<file path="src/rtl/tcdm_filter_pkg.sv">
// Shared register map, bit indices and rule word layout for the TCDM filter config unit.
package tcdm_filter_pkg;

    localparam logic [7:0] OFF_CTRL      = 8'h00;
    localparam logic [7:0] OFF_STATUS    = 8'h04;
    localparam logic [7:0] OFF_ERR_ADDR  = 8'h08;
    localparam logic [7:0] OFF_ERR_INFO  = 8'h0C;
    localparam logic [7:0] OFF_RULE_BASE = 8'h40;

    localparam int CTRL_FILTER_EN    = 0;
    localparam int CTRL_LOCK         = 1;
    localparam int CTRL_IRQ_EN       = 2;
    localparam int STATUS_ERR_VALID  = 0;
    localparam int STATUS_OVERFLOW   = 1;
    localparam int STATUS_CNT_LSB    = 8;

    localparam logic [1:0] AREA_L2      = 2'd0;
    localparam logic [1:0] AREA_CLUSTER = 2'd1;
    localparam logic [1:0] AREA_ROM     = 2'd2;
    localparam logic [1:0] AREA_APB     = 2'd3;

    typedef struct packed {
        logic [1:0]  area;
        logic [14:0] base;
        logic [13:0] size;
        logic        active;
    } rule_t;

    typedef enum logic {
        UNLOCKED = 1'b0,
        LOCKED   = 1'b1
    } lock_state_t;

endpackage

</file>
<file path="src/rtl/tcdm_filter_err_log.sv">
// Violation capture: first address/direction, saturating count, overflow flag and registered irq.
module tcdm_filter_err_log #(
    parameter int ADDR_WIDTH = 32
) (
    input  logic                  clk,
    input  logic                  rst_n,
    input  logic                  error_i,
    input  logic [ADDR_WIDTH-1:0] err_add_i,
    input  logic                  err_wen_i,
    input  logic                  clr_i,
    input  logic                  irq_en_i,
    output logic                  err_valid_o,
    output logic                  overflow_o,
    output logic [7:0]            err_count_o,
    output logic [ADDR_WIDTH-1:0] err_addr_o,
    output logic                  err_wen_o,
    output logic                  irq_o
);

    logic       valid_base, ovf_base, valid_d, ovf_d, capture;
    logic [7:0] cnt_base, cnt_d;

    // A clear in the same cycle as an error is applied first, so the error is logged as new.
    always_comb begin
        valid_base = clr_i ? 1'b0 : err_valid_o;
        ovf_base   = clr_i ? 1'b0 : overflow_o;
        cnt_base   = clr_i ? 8'd0 : err_count_o;
        valid_d    = valid_base;
        ovf_d      = ovf_base;
        cnt_d      = cnt_base;
        capture    = 1'b0;
        if (error_i) begin
            if (!valid_base) begin
                capture = 1'b1;
                valid_d = 1'b1;
            end else begin
                ovf_d = 1'b1;
            end
            if (cnt_base != 8'hFF) cnt_d = cnt_base + 8'd1;
        end
    end

    always_ff @(posedge clk or negedge rst_n) begin
        if (!rst_n) begin
            err_valid_o <= 1'b0;
            overflow_o  <= 1'b0;
            err_count_o <= 8'd0;
            err_addr_o  <= '0;
            err_wen_o   <= 1'b0;
            irq_o       <= 1'b0;
        end else begin
            err_valid_o <= valid_d;
            overflow_o  <= ovf_d;
            err_count_o <= cnt_d;
            irq_o       <= valid_d & irq_en_i;
            if (capture) begin
                err_addr_o <= err_add_i;
                err_wen_o  <= err_wen_i;
            end
        end
    end

endmodule

</file>
<file path="src/rtl/tcdm_filter_cfg_unit.sv">
// APB register block for the TCDM address filter: rules, enable, one-shot lock, optional error log.
// Error logging is built only when TCDM_FILTER_ERR_LOG_EN is defined.
//   state    | meaning
//   UNLOCKED | rules and CTRL[1:0] writable
//   LOCKED   | rules and CTRL[1:0] frozen until rst_n
module tcdm_filter_cfg_unit
    import tcdm_filter_pkg::*;
#(
    parameter int N_RULES        = 8,
    parameter int APB_ADDR_WIDTH = 12,
    parameter int ADDR_WIDTH     = 32
) (
    input  logic                      clk,
    input  logic                      rst_n,
    input  logic [APB_ADDR_WIDTH-1:0] paddr_i,
    input  logic [31:0]               pwdata_i,
    input  logic                      pwrite_i,
    input  logic                      psel_i,
    input  logic                      penable_i,
    output logic [31:0]               prdata_o,
    output logic                      pready_o,
    output logic                      pslverr_o,
    output logic [N_RULES-1:0][31:0]  rules_o,
    output logic                      filter_en_o,
    input  logic                      error_i,
    input  logic [ADDR_WIDTH-1:0]     err_add_i,
    input  logic                      err_wen_i,
    output logic                      irq_o
);

    lock_state_t             lock_state;
    logic                    filter_en_q;
    rule_t [N_RULES-1:0]     rules_q;
    logic [7:0]              off;
    logic [3:0]              rule_idx;
    logic                    access, aligned, locked, wr_ok, ctrl_wr, rule_wr;
    logic                    hit_ctrl, hit_status, hit_err_addr, hit_err_info, hit_rule;
    logic [31:0]             rd_data;
    logic                    slv_err;
    logic                    err_valid, overflow, err_wen, irq_en_rd;
    logic [7:0]              err_count;
    logic [ADDR_WIDTH-1:0]   err_addr;
    logic                    unused_paddr;

    assign unused_paddr = ^paddr_i[APB_ADDR_WIDTH-1:8];
    assign off          = paddr_i[7:0];
    assign rule_idx     = off[5:2];
    assign access       = psel_i & penable_i;
    assign aligned      = (off[1:0] == 2'b00);
    assign locked       = (lock_state == LOCKED);
    assign hit_ctrl     = (off == OFF_CTRL);
    assign hit_status   = (off == OFF_STATUS);
    assign hit_err_addr = (off == OFF_ERR_ADDR);
    assign hit_err_info = (off == OFF_ERR_INFO);
    assign hit_rule     = (off[7:6] == OFF_RULE_BASE[7:6]) && (int'(rule_idx) < N_RULES);

    always_comb begin
        rd_data = '0;
        slv_err = 1'b0;
        if (access) begin
            if (!aligned) begin
                slv_err = 1'b1;
            end else if (hit_ctrl) begin
                slv_err = pwrite_i & locked;
                rd_data = {29'd0, irq_en_rd, locked, filter_en_q};
            end else if (hit_status) begin
                rd_data = {16'd0, err_count, 6'd0, overflow, err_valid};
            end else if (hit_err_addr) begin
                slv_err = pwrite_i;
                rd_data = 32'(err_addr);
            end else if (hit_err_info) begin
                slv_err = pwrite_i;
                rd_data = {31'd0, err_wen};
            end else if (hit_rule) begin
                slv_err = pwrite_i & locked;
                for (int i = 0; i < N_RULES; i++) begin
                    if (rule_idx == 4'(i)) rd_data = rules_q[i];
                end
            end else begin
                slv_err = 1'b1;
            end
        end
    end

    assign wr_ok   = access & pwrite_i & ~slv_err;
    assign ctrl_wr = wr_ok & hit_ctrl;
    assign rule_wr = wr_ok & hit_rule;

    assign prdata_o    = (pwrite_i || slv_err) ? 32'd0 : rd_data;
    assign pslverr_o   = slv_err;
    assign pready_o    = 1'b1;
    assign rules_o     = rules_q;
    assign filter_en_o = filter_en_q;

    always_ff @(posedge clk or negedge rst_n) begin
        if (!rst_n) begin
            lock_state  <= UNLOCKED;
            filter_en_q <= 1'b0;
        end else begin
            case (lock_state)
                UNLOCKED: if (ctrl_wr) begin
                    filter_en_q <= pwdata_i[CTRL_FILTER_EN];
                    if (pwdata_i[CTRL_LOCK]) lock_state <= LOCKED;
                end
                LOCKED: lock_state <= LOCKED;
                default: lock_state <= UNLOCKED;
            endcase
        end
    end

    always_ff @(posedge clk or negedge rst_n) begin
        if (!rst_n) begin
            rules_q <= '0;
        end else if (rule_wr) begin
            for (int i = 0; i < N_RULES; i++) begin
                if (rule_idx == 4'(i)) rules_q[i] <= rule_t'(pwdata_i);
            end
        end
    end

`ifdef TCDM_FILTER_ERR_LOG_EN
    logic irq_en_q, irq_en_d, ctrl_wr_any, status_clr;

    // irq_en stays writable after lock, even though the same access reports an error.
    assign ctrl_wr_any = access & pwrite_i & aligned & hit_ctrl;
    assign irq_en_d    = ctrl_wr_any ? pwdata_i[CTRL_IRQ_EN] : irq_en_q;
    assign status_clr  = wr_ok & hit_status & pwdata_i[STATUS_ERR_VALID];
    assign irq_en_rd   = irq_en_q;

    always_ff @(posedge clk or negedge rst_n) begin
        if (!rst_n) irq_en_q <= 1'b0;
        else        irq_en_q <= irq_en_d;
    end

    tcdm_filter_err_log #(.ADDR_WIDTH(ADDR_WIDTH)) i_err_log (
        .clk         (clk),
        .rst_n       (rst_n),
        .error_i     (error_i),
        .err_add_i   (err_add_i),
        .err_wen_i   (err_wen_i),
        .clr_i       (status_clr),
        .irq_en_i    (irq_en_d),
        .err_valid_o (err_valid),
        .overflow_o  (overflow),
        .err_count_o (err_count),
        .err_addr_o  (err_addr),
        .err_wen_o   (err_wen),
        .irq_o       (irq_o)
    );
`else
    logic unused_err;

    assign unused_err = ^{error_i, err_add_i, err_wen_i};
    assign irq_en_rd  = 1'b0;
    assign err_valid  = 1'b0;
    assign overflow   = 1'b0;
    assign err_count  = 8'd0;
    assign err_addr   = '0;
    assign err_wen    = 1'b0;
    assign irq_o      = 1'b0;
`endif

endmodule
</file>
<file path="config.mk">
export PLATFORM = sky130hd
export DESIGN_NAME = tcdm_filter_cfg_unit
export DESIGN_NICKNAME = d
export VERILOG_FILES = /design/src/rtl/tcdm_filter_pkg.sv /design/src/rtl/tcdm_filter_err_log.sv /design/src/rtl/tcdm_filter_cfg_unit.sv
export SDC_FILE = /design/constraint.sdc
export NUM_CORES = 1
export LEC_CHECK = 0
export ABC_AREA = 0
export CAP_MARGIN = 40
export CORE_ASPECT_RATIO = 2
export CORE_MARGIN = 4
export CORE_UTILIZATION = 30
export CTS_BUF_LIST = sky130_fd_sc_hd__clkbuf_4 sky130_fd_sc_hd__clkbuf_8
export CTS_CLUSTER_DIAMETER = 60
export DETAILED_ROUTE_END_ITERATION = 7
export SLEW_MARGIN = 10
export SYNTH_ARGS = -nofsm -noshare
export SYNTH_HDL_FRONTEND = slang
export SYNTH_SLANG_ARGS = --single-unit
</file>
<file path="constraint.sdc">
create_clock -name clk -period 3.2 [get_ports clk]
set_input_delay 0.64 -clock clk [delete_from_list [all_inputs] [get_ports clk]]
set_output_delay 0.64 -clock clk [all_outputs]
set_load 0.005 [all_outputs]
</file>
=== Word level (Yosys, flattened, before mapping) ===
Index checks and enable logic that the tools add are counted.

* Register bits after elaboration: 258
* Input port bits: 83
* Output and inout bits: 292
* Logic and storage cells: 94

* Order comparisons: 1
* Equality and inequality tests: 11
* Muxes and demuxes: 26
* Bitwise operators: 8
* Reduce and logical (&&, ||, !) cells: 14

{| class="wikitable"
|+ Operators with widths
! cell !! number
|-
| 32-bit 2-to-1 mux || 16
|-
| 2-bit AND reduction || 9
|-
| 4-bit by 3-bit equality test with 1-bit output (second input constant) || 4
|-
| 8-bit by 4-bit equality test with 1-bit output (second input constant) || 2
|-
| 1-bit 2-to-1 mux || 9
|-
| 4-bit by 2-bit equality test with 1-bit output (second input constant) || 2
|-
| 8-bit by 3-bit equality test with 1-bit output (second input constant) || 1
|-
| 8-bit logical NOT || 1
|-
| 1-bit bitwise AND || 6
|-
| 4-bit by 1-bit equality test with 1-bit output (second input constant) || 1
|-
| 4-bit logical NOT || 1
|-
| 4-bit less-than comparator (second input constant) || 1
|-
| 2-bit by 1-bit equality test with 1-bit output (second input constant) || 1
|-
| 2-bit logical NOT || 1
|-
| 1-bit NOT || 2
|-
| 1-bit one-hot mux with 2 select lines || 1
|-
| 1-bit logical AND || 1
|-
| 1-bit logical OR || 1
|}

=== Depth between registers and ports, before layout ===
Gate-level depths: netlist of run 1.

* Depth after elaboration: 17
* Depth in mapped cells: 9
* Depth with buffers taken out: 5

=== Worst setup path before layout of run 1 ===
No wires, ideal clock.

* Path kind: in2out
* Start: in paddr_i[3]
* End: out prdata_o[27]
* Arrival: 2.228 ns
* Required time: 2.560 ns
* Slack: 0.332 ns
* Stages on the path: 8
* Buffers on the path: 4
* Cells stage by stage: buf_2 -> buf_1 -> buf_1 -> buf_2 -> o21ai_0 -> a221oi_1 -> a21oi_1 -> nor3_1

* Cells in the longest elaborated chain, start to end: 17
* Elaborated cells on any way between the ends: 38
* Those cells by class: order compare (1); eq/ne (10); mux (23); reduce/logical (4)

{| class="wikitable"
|+ RTL lines
! element !! line !! RTL
|-
| start: declaration || tcdm_filter_cfg_unit.sv:15 || <nowiki>input logic [APB_ADDR_WIDTH-1:0] paddr_i,</nowiki>
|-
| 4-bit logical NOT || tcdm_filter_cfg_unit.sv:77 || <nowiki>if (rule_idx == 4'(i)) rd_data = rules_q[i];</nowiki>
|-
| 32-bit 2-to-1 mux (8 in series) || tcdm_filter_cfg_unit.sv:77 ||
|-
| 32-bit 2-to-1 mux || tcdm_filter_cfg_unit.sv:74 || <nowiki>end else if (hit_rule) begin</nowiki>
|-
| 32-bit 2-to-1 mux || tcdm_filter_cfg_unit.sv:71 || <nowiki>end else if (hit_err_info) begin</nowiki>
|-
| 32-bit 2-to-1 mux || tcdm_filter_cfg_unit.sv:68 || <nowiki>end else if (hit_err_addr) begin</nowiki>
|-
| 32-bit 2-to-1 mux || tcdm_filter_cfg_unit.sv:66 || <nowiki>end else if (hit_status) begin</nowiki>
|-
| 32-bit 2-to-1 mux || tcdm_filter_cfg_unit.sv:63 || <nowiki>end else if (hit_ctrl) begin</nowiki>
|-
| 32-bit 2-to-1 mux || tcdm_filter_cfg_unit.sv:61 || <nowiki>if (!aligned) begin</nowiki>
|-
| 32-bit 2-to-1 mux || tcdm_filter_cfg_unit.sv:60 || <nowiki>if (access) begin</nowiki>
|-
| 32-bit 2-to-1 mux * || tcdm_filter_cfg_unit.sv:89 || <nowiki>assign prdata_o = (pwrite_i || slv_err) ? 32'd0 : rd_data;</nowiki>
|-
| end: declaration || tcdm_filter_cfg_unit.sv:20 || <nowiki>output logic [31:0] prdata_o,</nowiki>
|}

Every way passes the cells marked *; elsewhere a longest branch is shown, timed or not.

=== Final worst setup path of run 1 ===
* Start: in paddr_i[1]
* End: out prdata_o[21]

* Cells in the longest elaborated chain, start to end: 9
* Elaborated cells on any way between the ends: 19
* Those cells by class: eq/ne (3); mux (13); reduce/logical (3)

{| class="wikitable"
|+ RTL lines
! element !! line !! RTL
|-
| 8-bit by 4-bit equality test with 1-bit output || tcdm_filter_cfg_unit.sv:54 || <nowiki>assign hit_err_info = (off == OFF_ERR_INFO);</nowiki>
|-
| 1-bit 2-to-1 mux || tcdm_filter_cfg_unit.sv:71 ||
|-
| 1-bit 2-to-1 mux || tcdm_filter_cfg_unit.sv:68 ||
|-
| 1-bit 2-to-1 mux || tcdm_filter_cfg_unit.sv:66 ||
|-
| 1-bit 2-to-1 mux || tcdm_filter_cfg_unit.sv:63 ||
|-
| 1-bit 2-to-1 mux || tcdm_filter_cfg_unit.sv:61 ||
|-
| 1-bit 2-to-1 mux || tcdm_filter_cfg_unit.sv:60 ||
|-
| 1-bit logical OR || tcdm_filter_cfg_unit.sv:89 ||
|-
| 32-bit 2-to-1 mux * || tcdm_filter_cfg_unit.sv:89 ||
|}

Marked as above.

==> metrics.txt, run 1 <==
clk_lat worst skew 0.56 ns; commonest non-fill, non-tap cell in the layout clkdlybuf4s50_1; slowest CP cell clkdlybuf4s50_1; CP Depth 10; Critical path buffers and inverters 6; clock share of power 0.457; Reg power frac 0.464; LEAKAGE 8.20 nW; Total Routing Usage GR 0.213; final global-route overflow total 0; Yosys cell types 49; first-pass GRT wire length 69500 um; RSZ-0062 raised after global routing no; area share of the largest cell type after synthesis 0.529; CP Capture Type output pin; FP Rows 104; fin crit share 0.983; CTS Buf Count 40; Critical Path Most Common Cell buf_4; fmax 0.318 GHz; Mapped Area 12200 sq um; Post-synth ARST share 1.00; Top Family by Delay on Critical Path buffers and inverters; ANT nets after route 0; Setup TNS 0 ns; part of the Yosys area used for sequential elements 0.529; worst flop-to-flop path startpoint lock_state$_DFF_PN0_; crit path DAT 2.50 ns; crit-path max cell delay 0.42 ns; required time of the critical path 2.56 ns; drt drc 0; area of the multi-input gates 5420 sq um; Hold Crit Class reg -> reg; CP endpoint prdata_o[21]; Initial Utilization 0.303; actual slew at the worst max-slew pin 0.501 ns; final WL 48100 um; status finished, final reports clean; Mapped Nets 969; Seq cells post-synth 258; Final Skew 0.0106 ns; CP Class in -> out; Top Ports 375; CTS Root Cell clkbuf_8; Synth Area per Inst 13.8 sq um; via count of the routed design 9588; Vias/cell 5.14; MaxCap Viol Count 0; count of input and output buffers 334; Hold Startpoint rules_o[194]$_DFFE_PN0P_; layout cells sized above 1 0.353; area growth from synthesis to layout 47.7%; register area 6460 sq um; clock-pin slew on the worst setup and hold paths 0.06 ns; largest fanout on the critical path 7; Layout fillers 3739; max_slew headroom 0.665; CP startpoint kind input port; ys flop type dfrtp_1; Final Slew Violations 0; DP Wirelength 34900 um; hold_ws 0.514 ns; Detailed Routing Iterations Pass 1 4; total core area 40200 sq um; EDFF count, synth 0; Comb pwr share 0.079; Crit. Startpoint paddr_i[1]; worst-case reg-to-reg path depth 6; 1st-iter DRT viols 393; largest net degree at the start of global routing 79; detailed-route wire length per cell 25.8 um; most area-consuming cells after synthesis dfrtp_1 53%, mux2_2 19%, mux2_4 3.7%; Place WS -0.318 ns; nets 1391; Chip Width 151 um; vias in the first global route 10400; min Tclk post-route 3.14 ns; CP Cell Sequence clkdlybuf4s50_1 -> or2_4 -> nor3_4 -> buf_6 -> nand2_8 -> buf_12 -> buf_4 -> buf_4 -> nor2_1 -> clkdlybuf4s15_1; Net Switching 0.00169 W; htree depth 2; endpoints failing hold 0; PD cells 396 nW/um^2; Final WS setup 0.0554 ns; Reg2Reg Setup Slack 1.19 ns; Ys Warns 0; clock buffer depth 3; Max VDD drop 0.305 mV; initial antenna violation count 2; reg2reg end rules_o[149]$_DFFE_PN0P_; Post-Synthesis Cells 886; gp weighted congestion 0.840; WHS Path Cells 1; switch share 0.238; CTS tree built; final setup fails 0; most frequent cells in the layout 297 x clkdlybuf4s50_1, 258 x dfrtp_1, 205 x mux2_2, 83 x buf_4, 49 x clkbuf_8; cell-internal power 0.00544 W; TritonCTS Sinks 258; Die Y 293 um; die area 44100 sq um; largest area contributor in the netlist dfrtp_1
worst min path at each step:
stage	endpoint	slack (ns)
6_report	rules_o[194]$_DFFE_PN0P_	0.51
5_1_grt	rules_o[221]$_DFFE_PN0P_	0.54
4_1_cts	rules_o[194]$_DFFE_PN0P_	0.52
3_5_place_dp	rules_o[194]$_DFFE_PN0P_	0.50
3_3_place_gp	rules_o[221]$_DFFE_PN0P_	0.50
2_1_floorplan	filter_en_o$_DFFE_PN0P_	0.34
cells by family (layout without fill, tap and decap cells):
group	count (synthesis)	count (layout)	synth area share
muxes	300	300	0.287
DFF	258	258	0.529
AOI/OAI and AO/OA	169	169	0.0995
and+or+nand+nor	89	89	0.0440
buffers and inverters	68	515	0.0398
other	2	3	0.000616
final cells by class:
class | count | share of cell area
multi-input combinational | 560 | 0.301
antenna | 1 | 0.000139
timing repair buffer | 446 | 0.252
clock buffer | 60 | 0.0420
tap | 530 | 0.0368
clock inverter | 7 | 0.00917
sequential | 258 | 0.358
inverter | 2 | 0.000417
what timing repair did:
| action | 4_1_cts | 5_1_grt |
|---|---|---|
| pin swaps | 4 | 1 |
| gates cloned | 0 | 1 |
| resized for setup | 49 | 34 |
| endpoints found under the hold margin | 27 | 0 |
| endpoints found under the setup margin | 32 | 16 |
| hold buffers | 1 | 0 |
| setup buffers | 0 | 3 |
registers in the layout (all words and copies together) (netlist names):
signal	flops
rules_o	256
filter_en_o	1
lock_state	1
through the flow:
step	util	instance area, sq um	cells	total power, W
6_report	0.448	18000	1864	0.00713
5_1_grt	0.448	18000	1864	0.00741
4_1_cts	0.445	17900	1859	0.00725
3_5_place_dp	0.421	16900	1791	0.00393
3_3_place_gp	0.421	16900	1791	0.00392
2_1_floorplan	-	12200	886	0.00353
cell usage after synthesis, types with 7 or more instances:
| cell | instances |
|---|---|
| mux2_2 | 205 |
| a21oi_1 | 37 |
| o22a_1 | 17 |
| nor2_1 | 40 |
| dfrtp_1 | 258 |
| o22ai_1 | 10 |
| o21ai_0 | 14 |
| a21o_1 | 7 |
| mux2i_1 | 33 |
| clkbuf_1 | 26 |
| a221oi_1 | 27 |
| buf_6 | 17 |
| mux2_1 | 28 |
| a22oi_1 | 40 |
| buf_4 | 8 |
| nand2_1 | 11 |
| mux2_4 | 30 |
power groups by stage:
stage          logic [W]  registers, W  clock network [W]
6_report        0.000562       0.00331            0.00326
5_1_grt         0.000603       0.00331            0.00350
4_1_cts         0.000563       0.00331            0.00338
3_5_place_dp    0.000556       0.00337                  0
3_3_place_gp    0.000552       0.00337                  0
2_1_floorplan   0.000159       0.00337                  0
per-layer routing:
metal	track usage	wire length [um]	share of wire
met3	0.0386	2540	0.053
met5	0	0	0
met4	0.120	3190	0.066
met2	0.396	26100	0.54
met1	0.220	16300	0.34
No activity file was read; power rests on OpenSTA's default activity.
==> run 2, diff against run 1 <==
Settings changed: CORE_UTILIZATION 30 to 39, PLACE_DENSITY from default to 0.69.
==> run 2 against run 1 <==
Compared with the run above:
- the run now ends with setup timing left
- via count fell by 0.38%
- cell count fell by 6.2%
- worst setup slack got worse by 0.060 ns
- flip-flop and latch count did not move
- critical path depth rose by 1
- sequential power barely moved
- combinational power fell by 0.9%
- core utilization rose by 13 points
- fmax fell by 1.9%
- non-clock buffer count did not move
- clock skew rose by 0.0085 ns
- critical endpoint is now prdata_o[12]
- highest routed layer unchanged
==> metrics.txt, run 2 (synthesis gave the netlist of run 1 again) <==
status finished, violations left; failing checks setup timing; CTS tree built; MaxCap Viol Count 0; first-pass GRT wire length 65200 um; htree depth 2; clock-pin slew on the worst setup and hold paths 0.06 ns; Setup TNS -0.00420 ns; ANT nets after route 0; DP Wirelength 32100 um; Critical path buffers and inverters 7; CP Depth 11; Reg2Reg Setup Slack 1.08 ns; layout cells sized above 1 0.368; Final Slew Violations 0; crit path DAT 2.56 ns; Critical Path Most Common Cell buf_4; worst flop-to-flop path startpoint lock_state$_DFF_PN0_; CP endpoint prdata_o[12]; # placed instances 1672; fin crit share 1.00; final setup fails 1; Final Skew 0.0191 ns; top sig layer met4; Crit. Startpoint paddr_i[5]; area of the multi-input gates 5590 sq um; Total Routing Usage GR 0.251; register area 6460 sq um; LEAKAGE 8.13 nW; final non-filler cell total 1748; FP Rows 91; initial antenna violation count 1; Initial Utilization 0.395; area growth from synthesis to layout 46.6%; slowest CP cell clkdlybuf4s50_1; final global-route overflow total 0; CP Cell Sequence clkdlybuf4s50_1 -> buf_6 -> nand2b_4 -> buf_4 -> buf_4 -> nor2_4 -> buf_4 -> clkbuf_16 -> a221oi_2 -> a21oi_1 -> dlygate4sd2_1; largest fanout on the critical path 6; crit-path max cell delay 0.47 ns; met2 WL post-DR 24100 um; clk_lat worst skew 0.55 ns; Hold Crit Class in -> async; met3 WL 2350 um; CP Capture Type output pin; worst-case reg-to-reg path depth 7; drt drc 0; max_slew headroom 0.529; final WL 44800 um; RSZ-0062 raised after global routing yes; Max VDD drop 0.308 mV; endpoints failing hold 0; Layout fillers 2543; Die Y 258 um; min Tclk post-route 3.20 ns; Met1 Routed Length 15300 um; gp weighted congestion 0.858; Vias/cell 5.46; max reg flops 256; Hold Buf Count CTS 0; vias in the first global route 10400; via count of the routed design 9552; CP startpoint kind input port; reg2reg end rules_o[47]$_DFFE_PN0P_; largest net degree at the start of global routing 88; die area 34300 sq um; Top Ports 375; detailed-route wire length per cell 25.6 um; Chip Width 133 um; count of input and output buffers 334; most frequent cells in the layout 298 x clkdlybuf4s50_1, 258 x dfrtp_1, 205 x mux2_2, 77 x buf_4, 45 x clkbuf_8; dpl cell area 16700 sq um; fmax 0.312 GHz; Detailed Routing Iterations Pass 1 4; CP Class in -> out; CTS Buf Count 39; PD cells 366 nW/um^2; 1st-iter DRT viols 489; CTS Root Cell clkbuf_8; actual slew at the worst max-slew pin 0.706 ns; required time of the critical path 2.56 ns; Top Family by Delay on Critical Path buffers and inverters; total core area 30900 sq um; design area 17900 sq um; Final WS setup -0.00420 ns; clock buffer depth 3; commonest non-fill, non-tap cell in the layout clkdlybuf4s50_1; TritonCTS Sinks 258; nets 1390
==> run 2: cell count changes in the layout (fill, tap and decap cells not counted), moves of 6 or more <==
cell      before  now
a221oi_1      26   12
nor2_1        35   28
a221oi_2       1    9
nor2_2         2    9
buf_4         83   77
a221oi_4       0    6
==> run 2: timing repair <==
action | CTS | global route
cloned | 1 | 2
buffers inserted | 2 | 7
gates resized for setup | 62 | 52
pin swaps | 10 | 17
setup endpoints to repair | 32 | 21
==> run 2: area by class of cell <==
type | instances | share of cell area
Clock buffer | 57 | 0.0397
Clock inverter | 6 | 0.00182
Timing Repair Buffer | 446 | 0.255
Multi-Input combinational cell | 560 | 0.313
Antenna cell | 1 | 0.000140
Tap cell | 418 | 0.0293
Inverter | 2 | 0.000420
Sequential cell | 258 | 0.361
==> run 2: how the worst min path moves through the flow <==
| stage | startpoint | to | slack (ns) |
|---|---|---|---|
| 2_1_floorplan | rst_n | filter_en_o$_DFFE_PN0P_ | 0.34 |
| 3_3_place_gp | rules_o[194]$_DFFE_PN0P_ | rules_o[194]$_DFFE_PN0P_ | 0.50 |
| 3_5_place_dp | lock_state$_DFF_PN0_ | lock_state$_DFF_PN0_ | 0.50 |
| 4_1_cts | rst_n | rules_o[35]$_DFFE_PN0P_ | 0.11 |
| 5_1_grt | rst_n | rules_o[164]$_DFFE_PN0P_ | 0.15 |
| 6_report | rst_n | rules_o[35]$_DFFE_PN0P_ | 0.13 |
==> run 2: metal layers <==
metal	vias to the layer above	track usage
met3	149	0.0522
met5	-	0
li1	4155	-
met4	0	0.158
met2	388	0.460
met1	4860	0.256
==> run 2: report_power, final <==
part | total [W] | internal, W | switching (W)
clock | 0.00268 | 0.00141 | 0.00127
sequential | 0.00331 | 0.00329 | 0.0000238
combinational | 0.000557 | 0.000242 | 0.000315
total | 0.00655 | 0.00494 | 0.00161
==> run 2: through the flow <==
step | worst slack (ns) | hold WS, ns | power [W] | utilization
3_5_place_dp | -0.338 | 0.497 | 0.00390 | 0.541
6_report | -0.00420 | 0.131 | 0.00655 | 0.579
3_3_place_gp | -0.326 | 0.497 | 0.00389 | 0.541
4_1_cts | -0.117 | 0.115 | 0.00661 | 0.570
5_1_grt | -0.0825 | 0.146 | 0.00679 | 0.579
2_1_floorplan | 0.332 | 0.344 | 0.00353 | -
==> run 3, diff against run 2 <==
Settings changed: PLACE_DENSITY 0.69 to 0.71.
Clock period 3.2 ns to 2.8 ns, I/O delays scaled along.
==> run 3 against run 2 <==
Compared with the run above:
- the flow now finishes without violations
- clock power is 18% higher
- worst setup slack improved by 0.049 ns
- die area did not move
- routed wire length up 0.59%
- hold slack improved by 0.38 ns
- first-iteration DRC count is 4.9% higher
- via count up 2.0%
- non-clock buffer count rose by 16
- design area increased by 1.7%
- cell count increased by 1.1%
- core utilization increased by 0.96 points
- critical path depth down 2
- largest cell class unchanged
- highest routed layer unchanged
==> metrics.txt, run 3 (synthesis gave the netlist of run 1 again) <==
Chip Width 133 um; required time of the critical path 3.22 ns; area growth from synthesis to layout 49.0%; vias in the first global route 10700; first-pass GRT wire length 67100 um; Detailed Routing Iterations Pass 1 5; via count of the routed design 9740; Initial Utilization 0.395; Final Slew Violations 0; Reg2Reg Setup Slack 0.79 ns; CP Capture Type flop; crit path DAT 3.17 ns; nets 1406; Final Skew 0.0194 ns; actual slew at the worst max-slew pin 0.554 ns; Vias/cell 5.51; 1st-iter DRT viols 513; DP Wirelength 32400 um; clock-pin slew on the worst setup and hold paths 0.06 ns; Hold Crit Class reg -> reg; gp weighted congestion 0.922; PD cells 420 nW/um^2; htree depth 2; CP startpoint kind input port; max_slew headroom 0.630; fin crit share 0.984; final WL 45100 um; Hold Startpoint rules_o[189]$_DFFE_PN0P_; WHS Endpoint rules_o[189]$_DFFE_PN0P_; ANT nets after route 0; total core area 30900 sq um; WHS Path Cells 1; CTS Root Cell clkbuf_8; LEAKAGE 8.19 nW; worst-case reg-to-reg path depth 7; Total Routing Usage GR 0.258; clock buffer depth 3; commonest non-fill, non-tap cell in the layout clkdlybuf4s50_1; crit-path max cell delay 0.55 ns; Die Y 258 um; TritonCTS Sinks 258; largest net degree at the start of global routing 68; # placed instances 1685; count of input and output buffers 334; most frequent cells in the layout 292 x clkdlybuf4s50_1, 258 x dfrtp_1, 205 x mux2_2, 82 x buf_4, 46 x clkbuf_8; largest fanout on the critical path 16; max reg flops 256; detailed-route wire length per cell 25.5 um; worst flop-to-flop path startpoint lock_state$_DFF_PN0_; Final Total Pwr 0.00763 W; Max VDD drop 0.417 mV; FP Rows 91; min Tclk post-route 2.75 ns; final setup fails 0; final global-route overflow total 0; clk_lat worst skew 0.55 ns; CP Class in -> reg; status finished, final reports clean; reg2reg end rules_o[175]$_DFFE_PN0P_; CTS tree built; CP Cell Sequence dlygate4sd2_1 -> buf_6 -> buf_6 -> or3b_4 -> buf_4 -> or4_4 -> nor4_4 -> buf_4 -> mux2_2; slowest CP cell or4_4; drt drc 0; final non-filler cell total 1768; Top Ports 375; layout cells sized above 1 0.412; CTS Buf Count 39; fmax 0.363 GHz; initial antenna violation count 1; MaxCap Viol Count 0; RSZ-0062 raised after global routing no; die area 34300 sq um; endpoints failing hold 0
-- run 3: layout make-up --
type                            instances  area, sq um
Sequential cell                       258         6460
Inverter                                2         7.51
Clock inverter                          7         40.0
Antenna cell                            1         2.50
Clock buffer                           60          738
Tap cell                              418          523
Fill cell                            2502        12700
Multi-Input combinational cell        560         5750
Timing Repair Buffer                  462         4660
-- run 3: how the worst max path moves through the flow --
stage / start / endpoint / slack [ns] / cells past startpoint
2_1_floorplan: paddr_i[3] / prdata_o[27] / 0.09 / 8
4_1_cts: paddr_i[5] / prdata_o[6] / 0.02 / 10
3_3_place_gp: paddr_i[1] / prdata_o[18] / -0.61 / 7
6_report: paddr_i[5] / rules_o[175]$_DFFE_PN0P_ / 0.05 / 9
5_1_grt: paddr_i[5] / prdata_o[12] / 0.007 / 9
3_5_place_dp: paddr_i[5] / rules_o[9]$_DFFE_PN0P_ / -0.59 / 8
-- run 3: critical path, delay by kind of cell --
kind	cells	cell delay, ns
buf+inv	5	1.04
simple gates	3	1.16
mux	1	0.38
-- run 3: metrics by stage --
| step | hold WS, ns | setup TNS (ns) | setup WS (ns) | cell area [sq um] | util |
|---|---|---|---|---|---|
| after floorplan | 0.264 | 0 | 0.0917 | 12200 | - |
| after global placement | 0.493 | -137.83 | -0.608 | 16800 | 0.545 |
| after detailed placement | 0.498 | -139.13 | -0.593 | 16800 | 0.545 |
| after CTS | 0.512 | 0 | 0.0206 | 18100 | 0.588 |
| after global routing | 0.529 | 0 | 0.00661 | 18200 | 0.589 |
| final | 0.511 | 0 | 0.0451 | 18200 | 0.589 |
-- run 3: what timing repair did --
item                                    in CTS  in global routing
hold buffers                                 1                  0
gates resized for setup                    225                 11
setup buffers                               13                  0
endpoints found under the hold margin       62                  0
endpoints found under the setup margin      43                  9
cloned                                       2                  0
pin swaps                                   29                  4
-- run 3: layer usage --
layer | wire (um) | track usage
met3 | 2400 | 0.0509
met5 | 0 | 0
met4 | 3330 | 0.173
met1 | 15200 | 0.264
met2 | 24100 | 0.467
-- run 3: where the power goes --
part / leakage, nW / switching, W / internal, W
Clock: 0.415 / 0.00149 / 0.00168
Combinational: 4.17 / 0.000377 / 0.000301
Sequential: 3.60 / 0.0000275 / 0.00376
Total: 8.19 / 0.00189 / 0.00574
